==> config.mk <==
export PLATFORM = sky130hd
export DESIGN_NAME = fifo_uart_tx
export DESIGN_NICKNAME = d
export VERILOG_FILES = /design/src/rtl/fifo_uart_tx.sv
export SDC_FILE = /design/constraint.sdc
export NUM_CORES = 1
export LEC_CHECK = 0
export BUFFER_PORTS_ARGS = -buffer_cell sky130_fd_sc_hd__buf_4
export CORE_MARGIN = 5
export CORE_UTILIZATION = 58
export CTS_BUF_LIST = sky130_fd_sc_hd__clkbuf_4
export DETAILED_ROUTE_END_ITERATION = 8
export PLACE_DENSITY = 0.78
export SETUP_SLACK_MARGIN = 0.4
export SYNTH_ARGS = -nofsm -noshare
export SYNTH_HDL_FRONTEND = slang
export SYNTH_SLANG_ARGS = --single-unit
==> constraint.sdc <==
create_clock -name clk -period 2.9 [get_ports clk]
set_input_delay 0.58 -clock clk [delete_from_list [all_inputs] [get_ports clk]]
set_output_delay 0.58 -clock clk [all_outputs]
set_load 0.02 [all_outputs]
==> src/rtl/fifo_uart_tx.sv <==
// fifo_uart_tx: drains an 8-bit first-word-fall-through FIFO onto a UART line (8N1, LSB first).
// Define FIFO_UART_TX_PARITY_EN to insert an even-parity bit (8E1 frames).
module fifo_uart_tx #(
  parameter int unsigned CLKS_PER_BIT = 16
) (
  input  logic        clk,
  input  logic        reset,
  input  logic [7:0]  fifo_data,
  input  logic        fifo_empty,
  input  logic        tx_enable,
  output logic        fifo_read_request,
  output logic        tx,
  output logic        busy,
  output logic [15:0] bytes_sent
);

  localparam int unsigned CW = (CLKS_PER_BIT > 1) ? $clog2(CLKS_PER_BIT) : 1;
  localparam logic [CW-1:0] CNT_LAST = CW'(CLKS_PER_BIT - 1);

  typedef enum logic [2:0] {
    IDLE,
    SETTLE,
    LOAD,
    START,
    DATA,
`ifdef FIFO_UART_TX_PARITY_EN
    PARITY,
`endif
    STOP
  } state_t;

  state_t        state;
  logic [CW-1:0] bit_cnt;
  logic [2:0]    bit_idx;
  logic [7:0]    shift_reg;
  logic          bit_done;

  assign bit_done = (bit_cnt == CNT_LAST);

  // tx is registered with the level of the state being entered.
  always_ff @(posedge clk) begin
    if (reset) begin
      state             <= IDLE;
      bit_cnt           <= '0;
      bit_idx           <= '0;
      shift_reg         <= '0;
      tx                <= 1'b1;
      busy              <= 1'b0;
      fifo_read_request <= 1'b0;
      bytes_sent        <= '0;
    end else begin
      fifo_read_request <= 1'b0;
      case (state)
        IDLE: begin
          tx      <= 1'b1;
          bit_cnt <= '0;
          if (tx_enable && !fifo_empty) begin
            state <= SETTLE;
          end
        end

        SETTLE: begin
          if (fifo_empty || !tx_enable) begin
            state <= IDLE;
          end else begin
            state             <= LOAD;
            busy              <= 1'b1;
            fifo_read_request <= 1'b1;
          end
        end

        LOAD: begin
          // The pop lands on this edge, so the head is still the byte being sent.
          shift_reg <= fifo_data;
          bit_cnt   <= '0;
          tx        <= 1'b0;
          state     <= START;
        end

        START: begin
          if (bit_done) begin
            state   <= DATA;
            bit_cnt <= '0;
            bit_idx <= '0;
            tx      <= shift_reg[0];
          end else begin
            bit_cnt <= bit_cnt + 1'b1;
          end
        end

        DATA: begin
          if (bit_done) begin
            bit_cnt <= '0;
            if (bit_idx == 3'd7) begin
`ifdef FIFO_UART_TX_PARITY_EN
              state <= PARITY;
              tx    <= ^shift_reg;
`else
              state <= STOP;
              tx    <= 1'b1;
`endif
            end else begin
              bit_idx <= bit_idx + 3'd1;
              tx      <= shift_reg[bit_idx + 3'd1];
            end
          end else begin
            bit_cnt <= bit_cnt + 1'b1;
          end
        end

`ifdef FIFO_UART_TX_PARITY_EN
        PARITY: begin
          if (bit_done) begin
            state   <= STOP;
            bit_cnt <= '0;
            tx      <= 1'b1;
          end else begin
            bit_cnt <= bit_cnt + 1'b1;
          end
        end
`endif

        STOP: begin
          if (bit_done) begin
            state      <= IDLE;
            bit_cnt    <= '0;
            busy       <= 1'b0;
            tx         <= 1'b1;
            bytes_sent <= bytes_sent + 16'd1;
          end else begin
            bit_cnt <= bit_cnt + 1'b1;
          end
        end

        default: begin
          state   <= IDLE;
          bit_cnt <= '0;
          tx      <= 1'b1;
          busy    <= 1'b0;
        end
      endcase
    end
  end

endmodule

==> results by group, run 1 <==
Timing
  • Setup TNS Final: 0 ns
  • Fin Clk Skew: 0.00757 ns
  • Final setup viols: 0
  • Slew headroom: 0.483
  • Final Max Tran Viols: 0
  • RSZ-0062 raised after global routing: false
  • Worst Max-Slew Pin Slew: 0.772 ns
  • Final hold vios: 0
  • Fin crit period: 2.37 ns
  • Fin crit share: 0.816
  • Fmax: 0.423 GHz

Job
  • Max-cap violations: 0

Clock network
  • Setup Buffers After CTS: 0
  • Post-CTS resize count: 0
  • Root buffer cell: clkbuf_4
  • # hold bufs at CTS: 0
  • Worst-Skew Late Latency: 0.33 ns
  • Longest Clk Path Bufs: 2
  • H-tree depth: 2
  • # clock sinks: 37
  • Num CTS Buffers: 5
  • Clock-pin slew on the worst setup and hold paths: 0.11 ns
  • CTS tree: done

Yosys
  • Syn_area_per_cell: 8.91 um^2
  • Synth cell types: 39
  • Number of synthesis warnings: 0
  • #FFs+latches synth: 37
  • Syn Nets: 222
  • Post-synth EDFFs: 0
  • Seq/Total Area, Yosys: 0.404
  • Synthesized cell area: 1840 um^2
  • Asr flop ratio synth: 0
  • Most used DFF post-synth: dfxtp_1
  • Synth Instances: 206

Power and ir drop
  • Peak VDD IR: 0.336 mV
  • Leak: 0.779 nW
  • Pwr Density: 384 nW/um^2
  • Pwr Total: 0.811 mW

Critical path
  • Crit Path Class: reg2reg
  • R2r setup slk: 0.53 ns
  • Reg-to-reg startpoint: bit_cnt[0]
  • Critical path peak fanout: 14
  • Crit path launch type: flop
  • Required time worst endpoint: 3.17 ns
  • Largest delay contributor family on the critical path: simple AND/OR/NAND/NOR gates
  • Crit-path slowest cell: or3_1
  • CP arrival: 2.64 ns
  • CP Cell Sequence: ha_1 -> nand4_2 -> or3_1 -> or4_1 -> a21oi_1
  • Crit end category: flop
  • Critical Path Max Stage Delay: 0.59 ns
  • R2R cell count: 5
  • Crit path buf inv count: 0
  • Worst R2R End: bytes_sent[15]

Place
  • Hpwl dp: 2.62 mm
  • Routability cong.: 0.863
  • Post-DP Area: 2060 um^2
  • IO buf count: 30

GRT
  • Grt total ovfl: 0
  • Vias in the first global route: 1515
  • Largest net degree at the start of global routing: 38
  • Global Route Usage Sum: 0.193
  • Initial antenna violation count: 0
  • First-pass GRT wire length: 6.63 mm

Die
  • Die Ht: 66.3 um
  • I/O Pins: 31
  • Die width: 66.3 um
  • Core footprint: 3050 um^2
  • Full die area: 4390 um^2
  • Row Count: 20
  • Initial Util: 0.601

Hold path
  • Hold endpoint: tx
  • Hold depth: 1
  • Min-delay worst type: reg2reg
  • Hold Crit Start: tx

Routing
  • Vias per cell: 5.70
  • Routed len/inst: 13.8 um
  • Routed WL: 3.77 mm
  • Vias: 1561
  • Post-DRT Antenna Nets: 0
  • DRC: 0
  • Initial DRC count: 145
  • Drt pass-1 iters: 4

Finish
  • Net count, final: 246
  • P&R area growth vs syn: 15.0%
  • Max reg flops: 16
  • Finished Cell Area: 2110 um^2
  • Diode count: 0
  • Core Util, Final: 0.691
  • Layout cells sized above 1: 0.196

Run status
  • Status: finished clean
per-stage QoR:
stage	std cells	hold slack [ns]	setup WS [ns]
global placement	267	0.450	0.659
detailed placement	267	0.453	0.557
floorplan	206	0.455	0.813
finish	274	0.472	0.534
CTS	274	0.473	0.535
global route	274	0.479	0.409
kinds of logic after synthesis:
logic type,after synthesis,share of synthesized area
multiplexers,16,0.102
buffers and inverters,18,0.0395
adder cells (fa/ha/maj),4,0.0273
XOR/XNOR,10,0.0477
AND/OR/NAND/NOR,82,0.253
flip-flops,37,0.404
AO/OA/AOI/OAI,39,0.127
worst max path at each step:
stage / slack [ns] / startpoint / endpoint / cells past startpoint
floorplan: 0.81 / bit_idx[0] / tx / 6
global placement: 0.66 / bit_cnt[0] / bytes_sent[15] / 5
detailed placement: 0.56 / bit_cnt[0] / bytes_sent[15] / 5
CTS: 0.54 / bit_cnt[0] / bytes_sent[15] / 5
global route: 0.41 / bit_cnt[0] / bytes_sent[15] / 5
finish: 0.53 / bit_cnt[0] / bytes_sent[15] / 5
routing by layer:
layer	up-vias	track usage	share of wire	wire (um)
li1	794	-	-	-
met1	731	0.231	0.48	1830
met2	32	0.321	0.46	1740
met3	4	0.0714	0.044	166
met4	0	0.0508	0.0082	31
met5	-	0	0	0
cell type report:
cell class / instances / area [um^2]
inverters: 5 / 18.8
clock inverters: 2 / 11.3
repair buffers: 30 / 225
flip-flops and latches: 37 / 741
fillers: 252 / 942
multi-input cells: 151 / 1020
well taps: 44 / 55.1
clock buffers: 5 / 37.5
where the power goes:
group / internal, mW / leakage [nW] / switching (mW)
sequential: 0.513 / 0.298 / 0.00753
combinational: 0.0216 / 0.456 / 0.0221
clock: 0.0871 / 0.0247 / 0.161
total: 0.621 / 0.779 / 0.190
synthesized netlist by cell type (6+ instances only):
cell	n	share of area
dfxtp_1	37	0.40
or3_1	7	0.024
nor3_1	7	0.019
xnor2_1	10	0.048
mux2i_1	13	0.071
a21oi_1	15	0.041
nand3_1	9	0.025
nand2_1	6	0.012
nor2_1	24	0.049
clkbuf_1	8	0.016
o21ai_0	11	0.030
placed cells by master, fill, tap and decap left out, types with 2 or more instances in the layout:
cell,count
dfxtp_1,37
buf_4,30
nor2_1,24
a21oi_1,15
mux2i_1,13
o21ai_0,11
xnor2_1,10
nand3_1,9
nor3_1,7
or3_1,7
nand2_1,6
inv_1,5
nor4_1,5
clkbuf_4,5
nor3b_1,4
a211oi_1,4
ha_1,4
nand2b_1,3
o31ai_1,3
or4_1,3
nor2b_1,3
and4_1,2
nand4_1,2
mux4_2,2
No activity file was read; power rests on OpenSTA's default activity.
==> run 2, diff against run 1 <==
ABC_AREA = 1   (was unset)
clock period = 2.2 ns   (was 2.9 ns; I/O delays follow)
==> results by group, run 2 <==
Run status
  • Status: finished clean

Clock network
  • Clock-pin slew on the worst setup and hold paths: 0.11 ns
  • Worst-Skew Late Latency: 0.34 ns
  • Root buffer cell: clkbuf_4
  • Num CTS Buffers: 5
  • Longest Clk Path Bufs: 2
  • CTS tree: done
  • # clock sinks: 37
  • H-tree depth: 2

Routing
  • Routed metal-1 wire length: 1.89 mm
  • Routed len/inst: 11.4 um
  • Routed WL: 4.02 mm
  • Vias: 1842
  • DR top layer: met4
  • Drt pass-1 iters: 4
  • Vias per cell: 5.22
  • Metal2 WL: 1.83 mm
  • DRC: 0
  • Initial DRC count: 141
  • DR WL met3: 253 um
  • Post-DRT Antenna Nets: 0

Critical path
  • Reg-to-reg startpoint: bit_cnt[0]
  • Crit path launch type: flop
  • Worst R2R End: bytes_sent[10]
  • Largest delay contributor family on the critical path: simple AND/OR/NAND/NOR gates
  • Critical path peak fanout: 13
  • R2r setup slk: 0.59 ns
  • Cell repeated most along the worst path: nor2_4
  • Required time worst endpoint: 2.48 ns
  • Crit-path slowest cell: dfxtp_2
  • Crit end category: flop
  • CP arrival: 1.89 ns
  • CP Cell Sequence: ha_1 -> nand2_1 -> nor2_4 -> nand3_4 -> nor2_4 -> nand2_2 -> o21bai_1 -> inv_1 -> nor2_1
  • Critical Path Max Stage Delay: 0.38 ns
  • Crit Path Class: reg2reg
  • Crit path buf inv count: 1
  • R2R cell count: 9

Hold path
  • Hold depth: 3
  • Hold endpoint: shift_reg[3]
  • Hold Crit Start: fifo_data[3]
  • Min-delay worst type: in2reg

Job
  • Max-cap violations: 0

Yosys
  • Synth Instances: 277
  • Number of synthesis warnings: 0
  • Syn_area_per_cell: 6.69 um^2
  • Top cell type by total area after synthesis: dfxtp_1
  • Asr flop ratio synth: 0
  • Syn Nets: 293
  • Seq/Total Area, Yosys: 0.400
  • Synth cell types: 31
  • Top cell type's share of synthesized area: 0.400
  • Most frequent cell after synthesis: nand2_1
  • Post-synth top cells: nand2_1, nor2_1, dfxtp_1
  • Synthesized cell area: 1850 um^2
  • Largest cells by area after synthesis: dfxtp_1, nand2_1, nor2_1
  • #FFs+latches synth: 37
  • Post-synth EDFFs: 0
  • Most used DFF post-synth: dfxtp_1

Timing
  • Setup TNS Final: 0 ns
  • Final hold vios: 0
  • Final Max Tran Viols: 0
  • Fmax: 0.621 GHz
  • Final setup viols: 0
  • RSZ-0062 raised after global routing: false
  • Fin crit share: 0.732
  • Fin crit period: 1.61 ns
  • Slew headroom: 0.629
  • Worst Max-Slew Pin Slew: 0.556 ns
  • Fin Clk Skew: 0.00496 ns

Die
  • Initial Util: 0.607
  • I/O Pins: 31
  • Core footprint: 3050 um^2
  • Die width: 66.5 um
  • Full die area: 4420 um^2
  • Die Ht: 66.5 um
  • Row Count: 20

GRT
  • Vias in the first global route: 1574
  • Initial antenna violation count: 0
  • First-pass GRT wire length: 6.64 mm
  • Largest net degree at the start of global routing: 21
  • Global Route Usage Sum: 0.193
  • Grt total ovfl: 0

Finish
  • Most common cell after layout, fill and taps aside: nand2_1
  • Net count, final: 324
  • Layout cells sized above 1: 0.165
  • Most frequent cells in the layout: nand2_1, nor2_1, dfxtp_1
  • Diode count: 0
  • Max reg flops: 16
  • P&R area growth vs syn: 17.8%
  • Core Util, Final: 0.714

Power and ir drop
  • Leak: 0.893 nW
  • Peak VDD IR: 0.466 mV
  • Pwr Total: 1.52 mW
  • Pwr Density: 695 nW/um^2

Place
  • Routability cong.: 0.889
  • Hpwl dp: 2.93 mm
  • IO buf count: 30
run 2: cell types whose count changed after synthesis, moves of 4 or more:
cell,previous run,this run
nor2_1,24,41
nor4_1,5,0
clkbuf_1,8,2
inv_1,5,26
xnor2_1,10,4
nor3_1,7,3
nand2_1,6,75
o21ai_0,11,22
nand3_1,9,13
mux2i_1,13,0
inv_2,0,4
a21oi_1,15,23
or3_1,7,0
run 2: worst min-delay path, stage by stage:
cell	delay (ns)
buf_4	0.08
nor2_1	0.03
nor2_1	0.08
run 2: stage by stage:
stage	setup WS (ns)	cells	cell area, um^2	hold slack [ns]
after floorplan	0.676	277	1850	0.444
after global placement	0.513	345	2100	0.454
after detailed placement	0.439	345	2100	0.460
after CTS	0.493	353	2170	0.307
after global routing	0.442	353	2180	0.313
final	0.590	353	2180	0.318
run 2: power by group:
group	switching [mW]	internal, mW
registers	0.0516	0.726
clock network	0.215	0.165
logic	0.238	0.121
total	0.505	1.01
run 2: kinds of logic after synthesis:
group | after synthesis | share of synthesized area
and+or+nand+nor | 142 | 0.320
AOI/OAI and AO/OA | 53 | 0.153
buffers and inverters | 36 | 0.0757
DFF | 37 | 0.400
adders and majority gates | 4 | 0.0270
xor gates and xnor gates | 5 | 0.0236
run 2: layout make-up:
type	count	area [um^2]
Timing Repair Buffer	30	225
Inverter	30	115
Fill cell	289	872
Sequential cell	37	742
Tap cell	44	55.1
Multi-Input combinational cell	204	983
Clock buffer	8	60.1
run 2: how the worst max path moves through the flow:
stage                     cells after the start  slack, ns           from              to
after floorplan                              10       0.68  bytes_sent[0]  bytes_sent[10]
after global routing                          9       0.44     bit_cnt[0]  bytes_sent[10]
after detailed placement                      8       0.44     bit_cnt[0]   bytes_sent[4]
after global placement                        8       0.51     bit_cnt[0]   bytes_sent[4]
final                                         9       0.59     bit_cnt[0]  bytes_sent[10]
after CTS                                     8       0.49     bit_cnt[0]   bytes_sent[4]
run 2: layer usage:
| metal | track usage | vias up |
|---|---|---|
| met4 | 0.0533 | 0 |
| li1 | - | 955 |
| met1 | 0.246 | 828 |
| met5 | 0 | - |
| met3 | 0.0506 | 6 |
| met2 | 0.318 | 53 |
run 2: timing repair:
action,CTS,global route
hold buffers,0,0
setup buffers,0,0
resized for setup,1,3
endpoints found under the hold margin,0,0
endpoints found under the setup margin,1,3
pin swaps,0,1
==> run 3, diff against run 2 <==
ABC_AREA = 0   (was 1)
CORE_UTILIZATION = 52   (was 58)
PLACE_DENSITY = 0.74   (was 0.78)
clock period = 1.3 ns   (was 2.2 ns; I/O delays follow)
==> results by group, run 3 <==
Clock network
  • H-tree depth: 2
  • Num CTS Buffers: 5
  • Root buffer cell: clkbuf_4
  • Longest Clk Path Bufs: 2
  • # clock sinks: 37

Yosys
  • Largest cells by area after synthesis: dfxtp_1, mux2i_1, nor2_1
  • Asr flop ratio synth: 0
  • Top cell type's share of synthesized area: 0.404
  • #FFs+latches synth: 37
  • Most used DFF post-synth: dfxtp_1
  • Synth cell types: 39
  • Most frequent cell after synthesis: dfxtp_1
  • Largest family of logic cells by synthesized area: simple AND/OR/NAND/NOR gates
  • Post-synth EDFFs: 0
  • Syn Nets: 222
  • Top cell type by total area after synthesis: dfxtp_1
  • Seq/Total Area, Yosys: 0.404
  • Post-synth top cells: dfxtp_1, nor2_1, a21oi_1
  • Number of synthesis warnings: 0
  • Mux share of post-synthesis cell area: 0.102
  • XOR/XNOR Fraction of Synth Area: 0.0477
  • Synth Instances: 206
  • Compound-gate portion of the synthesized area: 0.127
  • Adder-cell share of the synthesized area: 0.0273
  • Syn_area_per_cell: 8.91 um^2
  • Synthesized cell area: 1840 um^2
  • Simple-gate share of the synthesized area: 0.253

Die
  • I/O Pins: 31
  • Row Count: 21
  • Die Ht: 69.4 um
  • Die width: 69.4 um
  • Initial Util: 0.542

GRT
  • Largest net degree at the start of global routing: 25
  • Initial antenna violation count: 0

Place
  • Hpwl dp: 3.46 mm
  • IO buf count: 30
  • Routability cong.: 0.860
  • Post-DP Area: 2640 um^2

Timing
  • Grt repair worst endpoint: tx$_SDFFE_PP1P_/D
  • Worst endpoint type: register data pin

Run status
  • Failing step: global routing
  • Status: aborted with a tool error
  • Tool error: [ERROR DPL-0033] detailed placement checks failed during check placement.
-- run 3: cell families after synthesis --
| logic type | count (synthesis) |
|---|---|
| DFF | 37 |
| adders and majority gates | 4 |
| buffers and inverters | 18 |
| muxes | 16 |
| xor gates and xnor gates | 10 |
| and+or+nand+nor | 82 |
| AOI/OAI and AO/OA | 39 |
-- run 3: timing repair --
| item | CTS |
|---|---|
| pin swaps | 22 |
| setup endpoints to repair | 56 |
| setup buffers | 9 |
| hold buffers | 0 |
| gates resized for setup | 73 |
-- run 3: stage by stage --
stage | setup slack [ns] | util | std cells
after global placement | -0.643 | 0.778 | 311
after detailed placement | -0.683 | 0.778 | 311
after floorplan | -0.649 | - | 206
after CTS | -0.678 | 0.902 | 328
==> run 4, diff against run 3 <==
CORE_UTILIZATION = 40   (was 52)
CTS_BUF_LIST = unset   (was sky130_fd_sc_hd__clkbuf_4)
PLACE_DENSITY = unset   (was 0.74)
PLACE_DENSITY_LB_ADDON = 0.15   (was unset)
SETUP_SLACK_MARGIN = unset   (was 0.4)
clock period = 1.69 ns   (was 1.3 ns; I/O delays follow)
==> results by group, run 4 (same netlist as run 1, synthesis figures left out) <==
Run status
  • Status: finished, violations left
  • Violated checks: setup timing

Clock network
  • CTS tree: done
  • # clock sinks: 37
  • Longest Clk Path Bufs: 2
  • Root buffer cell: clkbuf_8
  • Worst-Skew Late Latency: 0.29 ns
  • H-tree depth: 2
  • Num CTS Buffers: 5
  • Clock-pin slew on the worst setup and hold paths: 0.08 ns

Critical path
  • Crit Path Class: reg2reg
  • Largest delay contributor family on the critical path: multiplexers
  • CP endpoint: tx
  • CP arrival: 2.15 ns
  • Crit path launch: bit_idx[0]
  • Crit end category: flop
  • Critical Path Max Stage Delay: 0.48 ns
  • Crit-path slowest cell: mux4_2
  • R2R cell count: 6
  • Crit path buf inv count: 0
  • Cell repeated most along the worst path: ha_4
  • Critical path peak fanout: 2
  • Crit path launch type: flop
  • R2r setup slk: -0.27 ns
  • CP Cell Sequence: ha_4 -> ha_4 -> mux4_2 -> mux2_4 -> a2bb2oi_1 -> a211o_1
  • CP Depth: 6
  • Reg-to-reg startpoint: bit_idx[0]
  • Worst R2R End: tx
  • Required time worst endpoint: 1.87 ns

Routing
  • Routed WL: 4.36 mm
  • Vias: 1664
  • Initial DRC count: 102
  • Drt pass-1 iters: 5
  • Post-DRT Antenna Nets: 0
  • Routed len/inst: 13.9 um
  • DRC: 0
  • Vias per cell: 5.30

Power and ir drop
  • Clock power share: 0.385
  • Leak: 0.966 nW
  • Internal power: 1.20 mW
  • Sw frac: 0.238
  • Pwr Density: 628 nW/um^2
  • Sw Pwr: 0.375 mW
  • Sequential Power Share: 0.558
  • Peak VDD IR: 0.423 mV
  • Comb pwr share: 0.057

Hold path
  • Min-delay worst type: in2reg
  • Hold depth: 3

Place
  • Hpwl dp: 3.20 mm
  • Routability cong.: 0.781
  • IO buf count: 30
  • Place WS: -0.275 ns

Timing
  • Worst Setup Slack, final: -0.274 ns
  • Final Max Tran Viols: 0
  • Worst Max-Slew Pin Slew: 0.407 ns
  • Final setup viols: 4
  • Slew headroom: 0.729
  • Setup TNS Final: -0.483 ns
  • RSZ-0062 raised after global routing: true
  • Final hold vios: 0
  • Fin crit period: 1.96 ns
  • Fin Clk Skew: 0.00429 ns
  • Fmax: 0.509 GHz
  • Fin crit share: 1.16

Finish
  • Most common cell after layout, fill and taps aside: buf_4
  • Multi-input logic area: 1120 um^2
  • Most frequent cells in the layout: buf_4, dfxtp_1, nor2_1
  • P&R area growth vs syn: 36.7%
  • Layout cells sized above 1: 0.366
  • Sequential cell area: 759 um^2
  • Diode count: 0
  • Fillcell total: 424
  • Max reg flops: 16
  • Net count, final: 277

GRT
  • Initial antenna violation count: 0
  • First-pass GRT wire length: 7.33 mm
  • Grt total ovfl: 0
  • Global Route Usage Sum: 0.149
  • Largest net degree at the start of global routing: 38
  • Vias in the first global route: 1576

Die
  • Initial Util: 0.416
  • Die Ht: 77.7 um
  • Row Count: 24
  • I/O Pins: 31
  • Die width: 77.7 um
  • Core footprint: 4410 um^2
  • Full die area: 6040 um^2

Job
  • Max-cap violations: 0
==> run 4: timing repair <==
action                                  in CTS  in global routing
buffers inserted                             0                  2
pin swaps                                   10                  5
endpoints found under the setup margin       7                 14
hold endpoints to repair                     0                  0
gates resized for setup                      3                  4
hold buffers                                 0                  0
==> run 4: worst register-to-register path, stage by stage (launching register included) <==
cell       delay (ns)
dfxtp_4          0.35
ha_4             0.16
ha_4             0.26
mux4_2           0.48
mux2_4           0.26
a2bb2oi_1        0.13
a211o_1          0.22
==> run 4: stage by stage <==
stage                     instances  hold WS [ns]  area [um^2]  utilization  power [mW]
final                           314         0.279         2510        0.568        1.58
after global routing            314         0.287         2510        0.568        1.65
after CTS                       312         0.276         2480        0.562        1.60
after detailed placement        304         0.472         2390        0.541       0.991
after global placement          304         0.461         2390        0.541       0.991
after floorplan                 206         0.455         1940            -       0.952
==> run 4: cell type report <==
type,count,share of cell area
repair buffers,61,0.184
clock buffers,6,0.0289
multi-input cells,151,0.447
flip-flops and latches,37,0.303
clock inverters,2,0.00399
inverters,5,0.00748
well taps,52,0.0259
==> run 4: power groups by stage <==
stage	Sequential, mW	Combinational (mW)	Clock, mW
3_3_place_gp	0.901	0.0900	0
5_1_grt	0.881	0.0992	0.674
6_report	0.880	0.0895	0.607
2_1_floorplan	0.903	0.0490	0
4_1_cts	0.880	0.0906	0.630
3_5_place_dp	0.901	0.0902	0
==> run 4: worst min path at each step <==
stage	startpoint	endpoint
2_1_floorplan	shift_reg[2]	shift_reg[2]
5_1_grt	fifo_data[7]	shift_reg[7]
6_report	fifo_data[1]	shift_reg[1]
3_3_place_gp	tx	tx
4_1_cts	fifo_data[7]	shift_reg[7]
3_5_place_dp	tx	tx
==> run 4: metal layers <==
| metal | vias to the layer above | GRT usage | part of all wire | wire length [um] |
|---|---|---|---|---|
| li1 | 859 | - | - | - |
| met1 | 759 | 0.195 | 0.47 | 2070 |
| met2 | 40 | 0.230 | 0.46 | 2020 |
| met3 | 6 | 0.0428 | 0.049 | 212 |
| met4 | 0 | 0.0550 | 0.014 | 61 |
| met5 | - | 0 | 0 | 0 |
